<file path="src/rtl/usr_serial_rx.sv">
// usr_serial_rx: deserializer for the USR serial output. Collects WIDTH
// strobed bits MSB-first or LSB-first and presents each finished word
// through a one-deep valid/ready holding register with a sticky overrun flag.
module usr_serial_rx #(
    parameter int unsigned WIDTH = 8
) (
    input  logic                     clk,
    input  logic                     clr,
    input  logic                     bit_in,
    input  logic                     bit_en,
    input  logic                     dir,
    input  logic                     flush,
    input  logic                     ovr_clr,
    output logic [WIDTH-1:0]         out_data,
    output logic                     out_valid,
    input  logic                     out_ready,
    output logic                     overrun,
    output logic [$clog2(WIDTH)-1:0] bit_cnt
);

    localparam int unsigned CW = $clog2(WIDTH);
    localparam logic [CW-1:0] LAST = CW'(WIDTH - 1);

    logic [WIDTH-1:0] sr_q, sr_d;
    logic [CW-1:0]    cnt_q, cnt_d;
    logic             dir_q, dir_d;
    logic [WIDTH-1:0] data_q, data_d;
    logic             valid_q, valid_d;
    logic             ovr_q, ovr_d;

    logic             word_lsb;
    logic [WIDTH-1:0] shifted;
    logic             sample;
    logic             complete;
    logic             drain;

    // Next-state logic: shifting, counting, holding-register handoff, overrun.
    always_comb begin
        sr_d    = sr_q;
        cnt_d   = cnt_q;
        dir_d   = dir_q;
        data_d  = data_q;
        valid_d = valid_q;
        ovr_d   = ovr_q;

        // The first bit of a word already uses the incoming order.
        word_lsb = (cnt_q == '0) ? dir : dir_q;
        shifted  = word_lsb ? {bit_in, sr_q[WIDTH-1:1]} : {sr_q[WIDTH-2:0], bit_in};
        sample   = bit_en & ~flush;
        complete = sample & (cnt_q == LAST);
        drain    = valid_q & out_ready;

        if (flush) begin
            sr_d  = '0;
            cnt_d = '0;
        end else if (bit_en) begin
            sr_d = shifted;
            if (cnt_q == '0) begin
                dir_d = dir;
            end
            cnt_d = complete ? '0 : cnt_q + CW'(1);
        end

        if (ovr_clr) begin
            ovr_d = 1'b0;
        end

        // A completing word either takes the (possibly draining) slot or is dropped;
        // a drop sets overrun after the clear so the set wins.
        if (complete) begin
            if (!valid_q || out_ready) begin
                data_d  = shifted;
                valid_d = 1'b1;
            end else begin
                ovr_d = 1'b1;
            end
        end else if (drain) begin
            valid_d = 1'b0;
        end
    end

    // State registers with asynchronous clear.
    always_ff @(posedge clk or posedge clr) begin
        if (clr) begin
            sr_q    <= '0;
            cnt_q   <= '0;
            dir_q   <= 1'b0;
            data_q  <= '0;
            valid_q <= 1'b0;
            ovr_q   <= 1'b0;
        end else begin
            sr_q    <= sr_d;
            cnt_q   <= cnt_d;
            dir_q   <= dir_d;
            data_q  <= data_d;
            valid_q <= valid_d;
            ovr_q   <= ovr_d;
        end
    end

    assign out_data  = data_q;
    assign out_valid = valid_q;
    assign overrun   = ovr_q;
    assign bit_cnt   = cnt_q;

endmodule

</file>
<file path="config.mk">
export PLATFORM = sky130hd
export DESIGN_NAME = usr_serial_rx
export DESIGN_NICKNAME = d
export VERILOG_FILES = /design/src/rtl/usr_serial_rx.sv
export SDC_FILE = /design/constraint.sdc
export NUM_CORES = 1
export LEC_CHECK = 0
export ABC_CLOCK_PERIOD_IN_PS = 1680
export CAP_MARGIN = 5
export CORE_MARGIN = 2
export CORE_UTILIZATION = 47
export DETAILED_ROUTE_END_ITERATION = 10
export GPL_TIMING_DRIVEN = 0
export PLACE_DENSITY = 0.82
export SYNTH_ARGS = -nofsm -noshare
export SYNTH_HDL_FRONTEND = slang
export SYNTH_SLANG_ARGS = --single-unit
</file>
<file path="constraint.sdc">
create_clock -name clk -period 1.68 [get_ports clk]
set_clock_uncertainty 0.2 [all_clocks]
set_input_delay 0.252 -clock clk [delete_from_list [all_inputs] [get_ports clk]]
set_output_delay 0.252 -clock clk [all_outputs]
set_load 0.02 [all_outputs]
</file>
**Word-level counts from Yosys, hierarchy flattened**

Index checks and enable logic that the tools add are counted.

- Bits in registers: 22
- Bits of input ports: 8
- Logic and storage cells: 34

- Equality and inequality tests: 2
- Bitwise operators: 4
- Multiplexer cells: 13
- Reduce and logical (&&, ||, !) cells: 8
- $add $sub $neg: 1

Operator list:

| operator | number |
|---|---|
| 2-to-1 mux 8 bit | 3 |
| 2-to-1 mux 3 bit | 3 |
| 2-to-1 mux 1 bit | 7 |
| AND reduction 2 bit | 3 |
| nonzero test 2 bit | 2 |
| adder 3 x 1 -> 3 bit (second input constant) | 1 |
| bitwise AND 1 bit | 3 |
| == test 3 bit (second input constant) | 1 |
| logical NOT 3 bit | 1 |
| != test 2 x 1 -> 1 bit (second input constant) | 1 |
| logical NOT 1 bit | 1 |
| logical OR 1 bit | 1 |
| inverter 1 bit | 1 |

**Longest topological paths before layout**

Gate-level depths: netlist (run 1).

- Depth after elaboration: 6
- Gate-level depth with buffers: 6
- Mapped depth without buffers: 5

**Worst setup path after synthesis (run 1)**

No wires, ideal clock.

- Path kind: register -> register
- Start point: register cnt_q[0], in the netlist bit_cnt[0]
- End point: register dir_q
- Setup slack: -0.184 ns
- Period minus slack after synthesis: 1.864 ns
- Data arrival time: 1.540 ns
- Buffers on the path: 0
- Required time: 1.355 ns
- Stages on the path, launching flop included: 6
- Cells stage by stage: dfrtp_1 -> inv_1 -> ha_1 -> or2b_4 -> nor3_2 -> mux2_2

- Cells in the longest elaborated chain, start to end: 2

Ends and longest elaborated chain:

| element | line | RTL |
|---|---|---|
| start: declaration | 25 | `logic [CW-1:0] cnt_q, cnt_d;` |
| start signal: assignment | 93 | `cnt_q <= cnt_d;` |
| logical NOT 3 bit | 58 | `if (cnt_q == '0) begin` |
| 2-to-1 mux 1 bit | n/a |  |
| end signal: assignment | 94 | `dir_q <= dir_d;` |
| end: declaration | 26 | `logic dir_q, dir_d;` |

No other way between the ends.
A chain may end at the register's enable or synchronous reset.

**Worst setup path in the final report (run 1)**

- Start point: register cnt_q[0], in the netlist bit_cnt[0]
- End point: register data_q[6], in the netlist out_data[6]

- Cells in the longest elaborated chain, start to end: 3
- Elaborated cells between the ends (all ways): 6
- Those cells by class: eq/ne: 1; mux: 2; bitwise: 1; reduce/logical: 2

Ends and longest elaborated chain:

| element | line | RTL |
|---|---|---|
| == test 3 bit / logical NOT 3 bit (equally long branches) | 50, 47 |  |
| bitwise AND 1 bit / 2-to-1 mux 1 bit (equally long branches) | n/a |  |
| AND reduction 2 bit (no source line) / 2-to-1 mux 8 bit (equally long branches) | n/a |  |
| end signal: assignment | 95 | `data_q <= data_d;` |
| end: declaration | 27 | `logic [WIDTH-1:0] data_q, data_d;` |

Parallel ways exist; a longest one is shown, timed or not.

==> run metrics, run 1 <==
WL final=between 3000 and 4000 um; post-synth top area share=42.1%; Crit Path Max Fanout=8; fin crit period=between 1.5 and 2 ns; Least-Margin Pin Slew=between 0.8 and 0.9 ns; CP Capture Point=out_data[6]; die height=56.7 um; R2R Path End=out_data[6]; Final HPWL DP=approximately 2100 um; Slew Viols, Final=0; Max-cap violations=0; CP arrival=1.78 ns; Final ANT Viol Nets=0; Seq/Total Area, Yosys=a little over two fifths; Core Footprint=between 2000 and 3000 sq um; cts bufs inserted=3; Reg2Reg Launch Point=bit_cnt[0]; commonest cells after routing, fill and taps aside=dfrtp_1, dlygate4sd2_1, nor2_1, and2_1, a31oi_1; Unique masters post-synth=29; global-route wire length before repair=5730 um; gpl congestion=around 0.9; final setup vio count=7; grt ovf=0; unrepaired setup endpoints after global routing=yes; Remaining DRCs=0; Synth area leaders=dfrtp_1, a31oi_1, and4bb_2; Synth Area in XOR/XNOR=0%; Avg Inst Size Synth=9.98 sq um; final hold viol count=0; Die Width=about 57 um; H-tree depth=1; antenna violations before repair=0; Final WS setup=-0.0448 ns; yosys warns=0; Static Leak=a little over 0.0008 uW; post-synthesis compound-gate area fraction=20.7%; Reg clk slew, reported paths=between 0.1 and 0.15 ns; Post-Synth Simple-Gate Area=a little over a quarter; Synth area leader=dfrtp_1; io pins=21; pwr/cell area=around 720 nW/um^2; slew margin rel.=a little over two fifths; CTS max path bufs=2; fraction of layout cells with a size suffix above 1=just over 40%; main combinational cell family by area after synthesis=simple AND/OR/NAND/NOR gates; portion of netlist area occupied by mux cells=less than 1%; CTS sink count=22; status=finished, violations left; antenna diode count=0; crit share post-route=103%; via/cell ratio=approximately 6.4; FP Rows=19; beginning of the critical path=bit_cnt[0]; Crit. End Element=register; FF-to-FF path depth=6; largest net degree at the start of global routing=23; IO Port Bufs=20; kind of critical path=register to register; flop2flop setup slack=-0.04 ns; adder and majority cell fraction of the synthesized area=between 2 and 3%; full die area=~3200 sq um; Starting Density=48.2%; Clk Latency, worst-skew pair=0.33 ns; CP Launch Type=register; Syn Inst Count=about 130; GRT Total Usage=around 23%; Mapped Nets=around 140; router iterations before antenna repair=4; area of the mapped netlist=between 1000 and 1500 sq um; vias in the first global route=about 1,200; Nets=roughly 170; Area after DPL=~1600 sq um; Total Power=~1400 uW; Hold Crit Class=input port to asynchronous set/reset pin; Layout area overhead=43.2%; design area=1870 sq um; f_max=roughly 0.58 GHz; commonest non-fill, non-tap cell in the layout=dfrtp_1; Max VDD drop=about 0.55 mV; initial drt markers=71; Vias=between 1,000 and 1,500; CTS root buf=clkbuf_4; Routed WL per cell=19.3 um; CTS tree=yes; CP required=between 1.5 and 2 ns; FF+latch count, synth=22; failing checks=negative setup slack
==> how the worst min path moves through the flow <==
stage	slack [ns]	cells past startpoint	to	startpoint
final	0.18	2	overrun	clr
after global routing	0.25	2	sr_q[2]	clr
after CTS	0.24	2	overrun	clr
after detailed placement	0.34	2	out_data[4]	out_data[4]
after global placement	0.33	2	overrun	out_valid
after floorplan	0.04	1	bit_cnt[2]	clr
==> per-layer routing <==
layer	up-vias	part of all wire (%)	GRT usage, %	wire length (um)
li1	548	-	-	-
met1	618	41	29.1	1530
met2	55	50	36.5	1880
met3	10	6.1	2.76	229
met4	0	2.3	13.0	87
met5	-	0	0	0
==> synthesized netlist by cell type <==
| library cell | count |
|---|---|
| o21ai_1 | 2 |
| buf_4 | 1 |
| and2b_1 | 6 |
| nand3b_1 | 3 |
| nand2b_1 | 2 |
| nor4bb_4 | 1 |
| nor3b_1 | 1 |
| or2b_4 | 1 |
| and4bb_2 | 7 |
| nor2_1 | 9 |
| a311oi_1 | 8 |
| clkbuf_2 | 2 |
| nor2b_1 | 2 |
| and2_0 | 1 |
| a31oi_1 | 16 |
| ha_1 | 3 |
| buf_6 | 3 |
| dfrtp_1 | 22 |
| nor3_2 | 1 |
| clkbuf_1 | 1 |
| inv_1 | 5 |
| o21ai_0 | 7 |
| and2b_2 | 1 |
| nand2_1 | 2 |
| a21oi_1 | 11 |
| buf_2 | 3 |
| mux2_2 | 1 |
| and2_1 | 8 |
| and3b_1 | 1 |
==> stage by stage <==
step	hold slack (ns)	setup WS [ns]	setup TNS (ns)	instances	utilization, %
2_1_floorplan	0.0411	-0.0619	-0.387	131	-
3_3_place_gp	0.325	-0.194	-1.99	182	57.7
3_5_place_dp	0.339	-0.249	-2.54	182	57.7
4_1_cts	0.236	-0.0463	-0.184	193	62.8
5_1_grt	0.247	-0.115	-0.829	193	69.1
6_report	0.184	-0.0448	-0.168	193	69.1
==> power by group <==
| group | leakage, uW | internal (uW) | switching [uW] |
|---|---|---|---|
| registers | 0.000293 | 554 | 36.7 |
| clock network | 0.0000279 | 242 | 190 |
| logic | 0.000491 | 155 | 174 |
==> sequential cells by signal, summed over array words and instances, names as in the netlist <==
name	count
dir_q	1
out_data	8
out_valid	1
bit_cnt	3
sr_q	8
overrun	1
==> final cells by class <==
type | count | area [sq um]
well taps | 31 | 38.8
clock inverters | 1 | 30.0
multi-input cells | 94 | 877
flip-flops and latches | 22 | 554
plain buffers | 10 | 93.8
fillers | 212 | 838
inverters | 5 | 18.8
clock buffers | 3 | 22.5
repair buffers | 27 | 236
==> critical path, cell delays in order, from the launching register on <==
cell	delay [ns]
dfrtp_2	0.47
ha_4	0.17
ha_4	0.15
and3b_2	0.22
and2_4	0.14
buf_6	0.13
a31oi_1	0.16
==> kinds of logic after synthesis <==
logic type	Yosys count
simple gates	46
compound gates	44
flops	22
buf+inv	15
fa+ha+maj	3
mux	1
==> timing repair <==
action / CTS / global route
buffers inserted: 7 / 0
pin swaps: 7 / 11
resized for setup: 23 / 44
hold endpoints to repair: 0 / 0
cloned: 0 / 0
setup endpoints to repair: 27 / 18
hold buffers: 0 / 0
Note: power is estimated with default switching activity, not from simulation.
==> run 2: changes to the inputs <==
--- a/config.mk
+++ b/config.mk
@@ -8,10 +8,12 @@
 export ABC_CLOCK_PERIOD_IN_PS = 1680
 export CAP_MARGIN = 5
 export CORE_MARGIN = 2
-export CORE_UTILIZATION = 47
+export CORE_UTILIZATION = 55
 export DETAILED_ROUTE_END_ITERATION = 10
+export DONT_BUFFER_PORTS = 1
 export GPL_TIMING_DRIVEN = 0
-export PLACE_DENSITY = 0.82
+export PLACE_DENSITY = 0.81
+export SETUP_SLACK_MARGIN = 0.3
 export SYNTH_ARGS = -nofsm -noshare
 export SYNTH_HDL_FRONTEND = slang
 export SYNTH_SLANG_ARGS = --single-unit
==> run 2 against run 1 <==
  * The run ends with negative hold slack, negative setup slack left
  * Non-clock buffer count decreased by 17
  * Utilization rose by 15 points
  * Setup slack lost 0.14 ns
  * Global-route usage increased by 5.4 points
  * Sequential power increased by 2%
  * Total power decreased by 0.47%
  * Flip-flop and latch count is the same
  * Design area about the same
  * Fmax decreased by 7.4%
  * Critical path depth is the same
  * Clock power decreased by 4%
  * Combinational power hardly changed
  * Critical path type unchanged
  * Largest cell class unchanged
  * Largest power group unchanged
==> run metrics, run 2 (synthesis results as in run 1) <==
FF-to-FF path depth=6; Max stage delay on crit path=between 0.5 and 0.6 ns; via/cell ratio=6.86; commonest non-fill, non-tap cell in the layout=dfrtp_1; CTS sink count=22; initial drt markers=31; CP Launch Type=register; kind of critical path=register to register; failing checks=negative hold slack, negative setup slack; pwr/cell area=between 700 and 800 nW/um^2; crit share post-route=111%; beginning of the critical path=bit_cnt[0]; Crit Path Max Fanout=8; IO Port Bufs=0; final setup vio count=20; full die area=2780 sq um; final core utilization=a little over four fifths; largest net degree at the start of global routing=23; WP buf/inv=1; status=finished, violations left; cell family with most CP delay=flip-flops; Final HPWL DP=between 2000 and 2500 um; fin crit period=~1.9 ns; fillers=103; grt ovf=0; Critical Path Slowest Stage Cell=dfrtp_2; f_max=around 0.54 GHz; Slew Viols, Final=0; Static Leak=0.000720 uW; R2R Path End=out_data[0]; Hold Slack=-0.248 ns; Crit. End Element=register; Max VDD drop=roughly 0.57 mV; design area=between 1500 and 2000 sq um; slew margin rel.=approximately 45%; antenna diode count=0; cts bufs inserted=3; Clk Latency, worst-skew pair=about 0.33 ns; Core Footprint=roughly 2200 sq um; CP required=1.71 ns; Nets=between 150 and 200; FP Rows=17; fraction of layout cells with a size suffix above 1=50.3%; Reg clk slew, reported paths=approximately 0.13 ns; gpl congestion=0.836; Routed WL per cell=about 23 um; flop2flop setup slack=-0.18 ns; Area after DPL=1490 sq um; Die Width=52.8 um; unrepaired setup endpoints after global routing=yes; Layout area overhead=43.3%; vias in the first global route=between 1,000 and 1,500; Starting Density=about three fifths; cts hold-fix bufs=4; CP most frequent cell=ha_4; Non-Filler Instances=roughly 170; Final WS setup=-0.183 ns; CTS max path bufs=2; CTS tree=yes; Remaining DRCs=0; Setup WS pre-CTS=-0.210 ns; Hold Crit Class=input port to asynchronous set/reset pin; Reg2Reg Launch Point=bit_cnt[0]; CTS root buf=clkbuf_4; GRT Total Usage=28.0%; WL final=4000 um; global-route wire length before repair=approximately 5600 um; router iterations before antenna repair=4; Least-Margin Pin Slew=slightly above 0.8 ns; Cell Chain, Critical Path=ha_4 > ha_4 > and3b_2 > and2_4 > buf_12 > a31oi_1; final hold viol count=22; commonest cells after routing, fill and taps aside=dfrtp_1, a31oi_4, nor2_1, and2_1, and4bb_2; Vias=~1,200; io pins=21; Post-Place Cells=159; CP arrival=1.89 ns; stages on the worst setup path=6; H-tree depth=1; Max-cap violations=0; Final ANT Viol Nets=0; antenna violations before repair=0; die height=52.8 um
## run 2: final cells by class
cell class              instances  area, sq um  area share (%)
well taps                      28         35.0            1.87
clock buffers                   3         22.5            1.20
inverters                       5         18.8            1.00
clock inverters                 1         30.0            1.60
repair buffers                 10         88.8            4.74
plain buffers                  10          114            6.08
multi-input cells              94         1010            53.9
flip-flops and latches         22          554            29.6
## run 2: per-layer routing
| metal | routed length (um) | track usage [%] | vias up |
|---|---|---|---|
| li1 | - | - | 517 |
| met1 | 1610 | 36.2 | 592 |
| met2 | 1940 | 47.9 | 64 |
| met5 | 0 | 0 | - |
| met4 | 109 | 8.12 | 0 |
| met3 | 336 | 4.57 | 13 |
## run 2: worst max-delay path by stage
| stage | to | slack (ns) |
|---|---|---|
| finish | out_data[0] | -0.18 |
| global placement | out_data[6] | -0.19 |
| global route | out_data[0] | -0.24 |
| floorplan | dir_q | -0.06 |
| detailed placement | out_data[3] | -0.21 |
| CTS | dir_q | -0.08 |
## run 2: report_power, final
group          internal [uW]  switching [uW]
logic                    149             175
clock network            242             175
registers                554            49.1
## run 2: stage by stage
| step | total power [uW] | TNS [ns] |
|---|---|---|
| floorplan | 798 | -0.383 |
| global placement | 839 | -1.66 |
| detailed placement | 846 | -2.18 |
| CTS | 1290 | -0.359 |
| global route | 1390 | -2.93 |
| finish | 1340 | -1.87 |
## run 2: repair_timing
action	in CTS	in global routing
endpoints found under the hold margin	27	22
buffers inserted	5	1
pin swaps	13	4
endpoints found under the setup margin	22	22
resized for setup	26	26
## run 2: worst register-to-register path, stage by stage, from the launching register on
cell and delay, ns:
dfrtp_2 0.51, ha_4 0.20, ha_4 0.15, and3b_2 0.23, and2_4 0.16, buf_12 0.14
a31oi_1 0.19
==> run 3: changes to the inputs <==
--- a/config.mk
+++ b/config.mk
@@ -12,6 +12,7 @@
 export DETAILED_ROUTE_END_ITERATION = 10
 export DONT_BUFFER_PORTS = 1
 export GPL_TIMING_DRIVEN = 0
+export MAX_ROUTING_LAYER = met4
 export PLACE_DENSITY = 0.81
 export SETUP_SLACK_MARGIN = 0.3
 export SYNTH_ARGS = -nofsm -noshare
==> run 3 against run 2 <==
  * The run still ends with negative hold slack, negative setup slack left
  * Worst hold slack got worse by 0.0072 ns
  * Sequential share of layout area unchanged
  * Final cell count did not move
  * Flip-flop and latch count unchanged
  * Highest routed layer unchanged
  * Critical path depth unchanged
  * Via count down 1.7%
  * Combinational power is essentially flat
  * Setup slack worse by 0.022 ns
==> run metrics, run 3 (synthesis results as in run 1) <==
Crit. End Element=register; full die area=approximately 2800 sq um; FP Rows=17; fraction of layout cells with a size suffix above 1=50.3%; final setup vio count=20; Clk Latency, worst-skew pair=0.33 ns; Final ANT Viol Nets=0; largest net degree at the start of global routing=23; router iterations before antenna repair=4; Max-cap violations=0; Final WS setup=-0.206 ns; Least-Margin Pin Slew=roughly 0.8 ns; Die Width=roughly 53 um; CTS sink count=22; commonest non-fill, non-tap cell in the layout=dfrtp_1; commonest cells after routing, fill and taps aside=dfrtp_1, a31oi_4, nor2_1, and2_1, and4bb_2; global-route wire length before repair=~5600 um; H-tree depth=1; Setup TNS=-1.90 ns; initial drt markers=44; Crit Path Max Fanout=8; Static Leak=~0.00072 uW; final hold viol count=22; CTS max path bufs=2; antenna violations before repair=0; clock network power share=a little under a third; internal power=~940 uW; io pins=21; sw frac=30.0%; CP Launch Type=register; Max stage delay on crit path=between 0.5 and 0.6 ns; GRT Total Usage=about 29%; slew margin rel.=approximately 45%; Routed WL per cell=~23 um; cts bufs inserted=3; CTS tree=yes; CTS root buf=clkbuf_4; Routed met2 length=between 1500 and 2000 um; die height=52.8 um; CP arrival=1.92 ns; kind of critical path=register to register; antenna diode count=0; Nets=157; Remaining DRCs=0; Starting Density=58.5%; CP required=roughly 1.7 ns; Max VDD drop=approximately 0.58 mV; cell family with most CP delay=flip-flops; met3 WL=247 um; DRT met1 WL=1670 um; switching pwr=405 uW; Final HPWL DP=between 2000 and 2500 um; unrepaired setup endpoints after global routing=yes; Setup WS pre-CTS=-0.210 ns; WP buf/inv=1; Hold Crit Class=input port to asynchronous set/reset pin; Layout area overhead=43.3%; Sequential Power Share=between 40 and 50%; Hold Slack=-0.255 ns; crit share post-route=112%; status=finished, violations left; IO Port Bufs=0; fin crit period=~1.9 ns; Cell Chain, Critical Path=ha_4 > ha_4 > and3b_2 > and2_4 > buf_12 > a31oi_1; pwr/cell area=721 nW/um^2; uppermost routed layer=met4; fillers=~100; failing checks=negative hold slack, negative setup slack; grt ovf=0; power share of the combinational group=between 20% and 30%; via/cell ratio=about 6.7; gpl congestion=~0.85; Critical Path Slowest Stage Cell=dfrtp_2; cts hold-fix bufs=4; CP most frequent cell=ha_4; f_max=approximately 0.53 GHz; Core Footprint=between 2000 and 2500 sq um; WL final=around 4000 um; Slew Viols, Final=0; Vias=around 1,200; Area after DPL=1490 sq um; design area=around 1900 sq um; vias in the first global route=about 1,200; Reg clk slew, reported paths=0.14 ns
[run 3: cell counts in the layout (fill, tap and decap cells not counted)]
Identical to the previous run, type by type.
[run 3: power by group through the flow]
| stage | Clock (uW) | Combinational, uW | Sequential [uW] |
|---|---|---|---|
| final | 423 | 325 | 602 |
| after global routing | 440 | 343 | 606 |
| after CTS | 413 | 282 | 598 |
| after detailed placement | 0 | 240 | 606 |
| after global placement | 0 | 233 | 605 |
| after floorplan | 0 | 202 | 596 |
[run 3: worst register-to-register path, cell delays in order, from the launching register on]
cell	delay (ns)
dfrtp_2	0.52
ha_4	0.20
ha_4	0.15
and3b_2	0.23
and2_4	0.15
buf_12	0.14
a31oi_1	0.20
[run 3: through the flow]
step / cells / total power [uW] / util (%)
global route: 173 / 1390 / 83.9
finish: 173 / 1350 / 83.9
detailed placement: 159 / 846 / 66.5
CTS: 172 / 1290 / 76.2
floorplan: 131 / 798 / -
global placement: 159 / 839 / 66.5
[run 3: layout make-up]
class	instances	area (sq um)	area share [%]
plain buffers	10	114	6.08
multi-input cells	94	1010	53.9
clock buffers	3	22.5	1.20
clock inverters	1	30.0	1.60
inverters	5	18.8	1.00
repair buffers	10	88.8	4.74
well taps	28	35.0	1.87
flip-flops and latches	22	554	29.6
[run 3: what timing repair did]
action	4_1_cts	5_1_grt
endpoints found under the hold margin	27	22
pin swaps	13	4
resized for setup	26	26
endpoints found under the setup margin	22	22
setup buffers	5	1
[run 3: final timing paths]
kind                             from  depth (start not counted)     endpoint  slack, ns
max in group asynchronous         clr                          1   bit_cnt[0]       0.96
min in group clk               bit_in                          2  out_data[7]       0.01
setup reg to reg           bit_cnt[0]                          6  out_data[0]      -0.21
hold / removal                    clr                          1  out_data[2]      -0.25
setup / recovery           bit_cnt[0]                          6  out_data[0]      -0.21
hold reg to reg               sr_q[7]                          2      sr_q[7]       0.44
[run 3: metal layers]
metal | GRT usage, % | vias up
li1 | - | 511
met1 | 36.4 | 585
met2 | 47.7 | 56
met3 | 4.57 | 14
met4 | 8.12 | 0
met5 | - | -
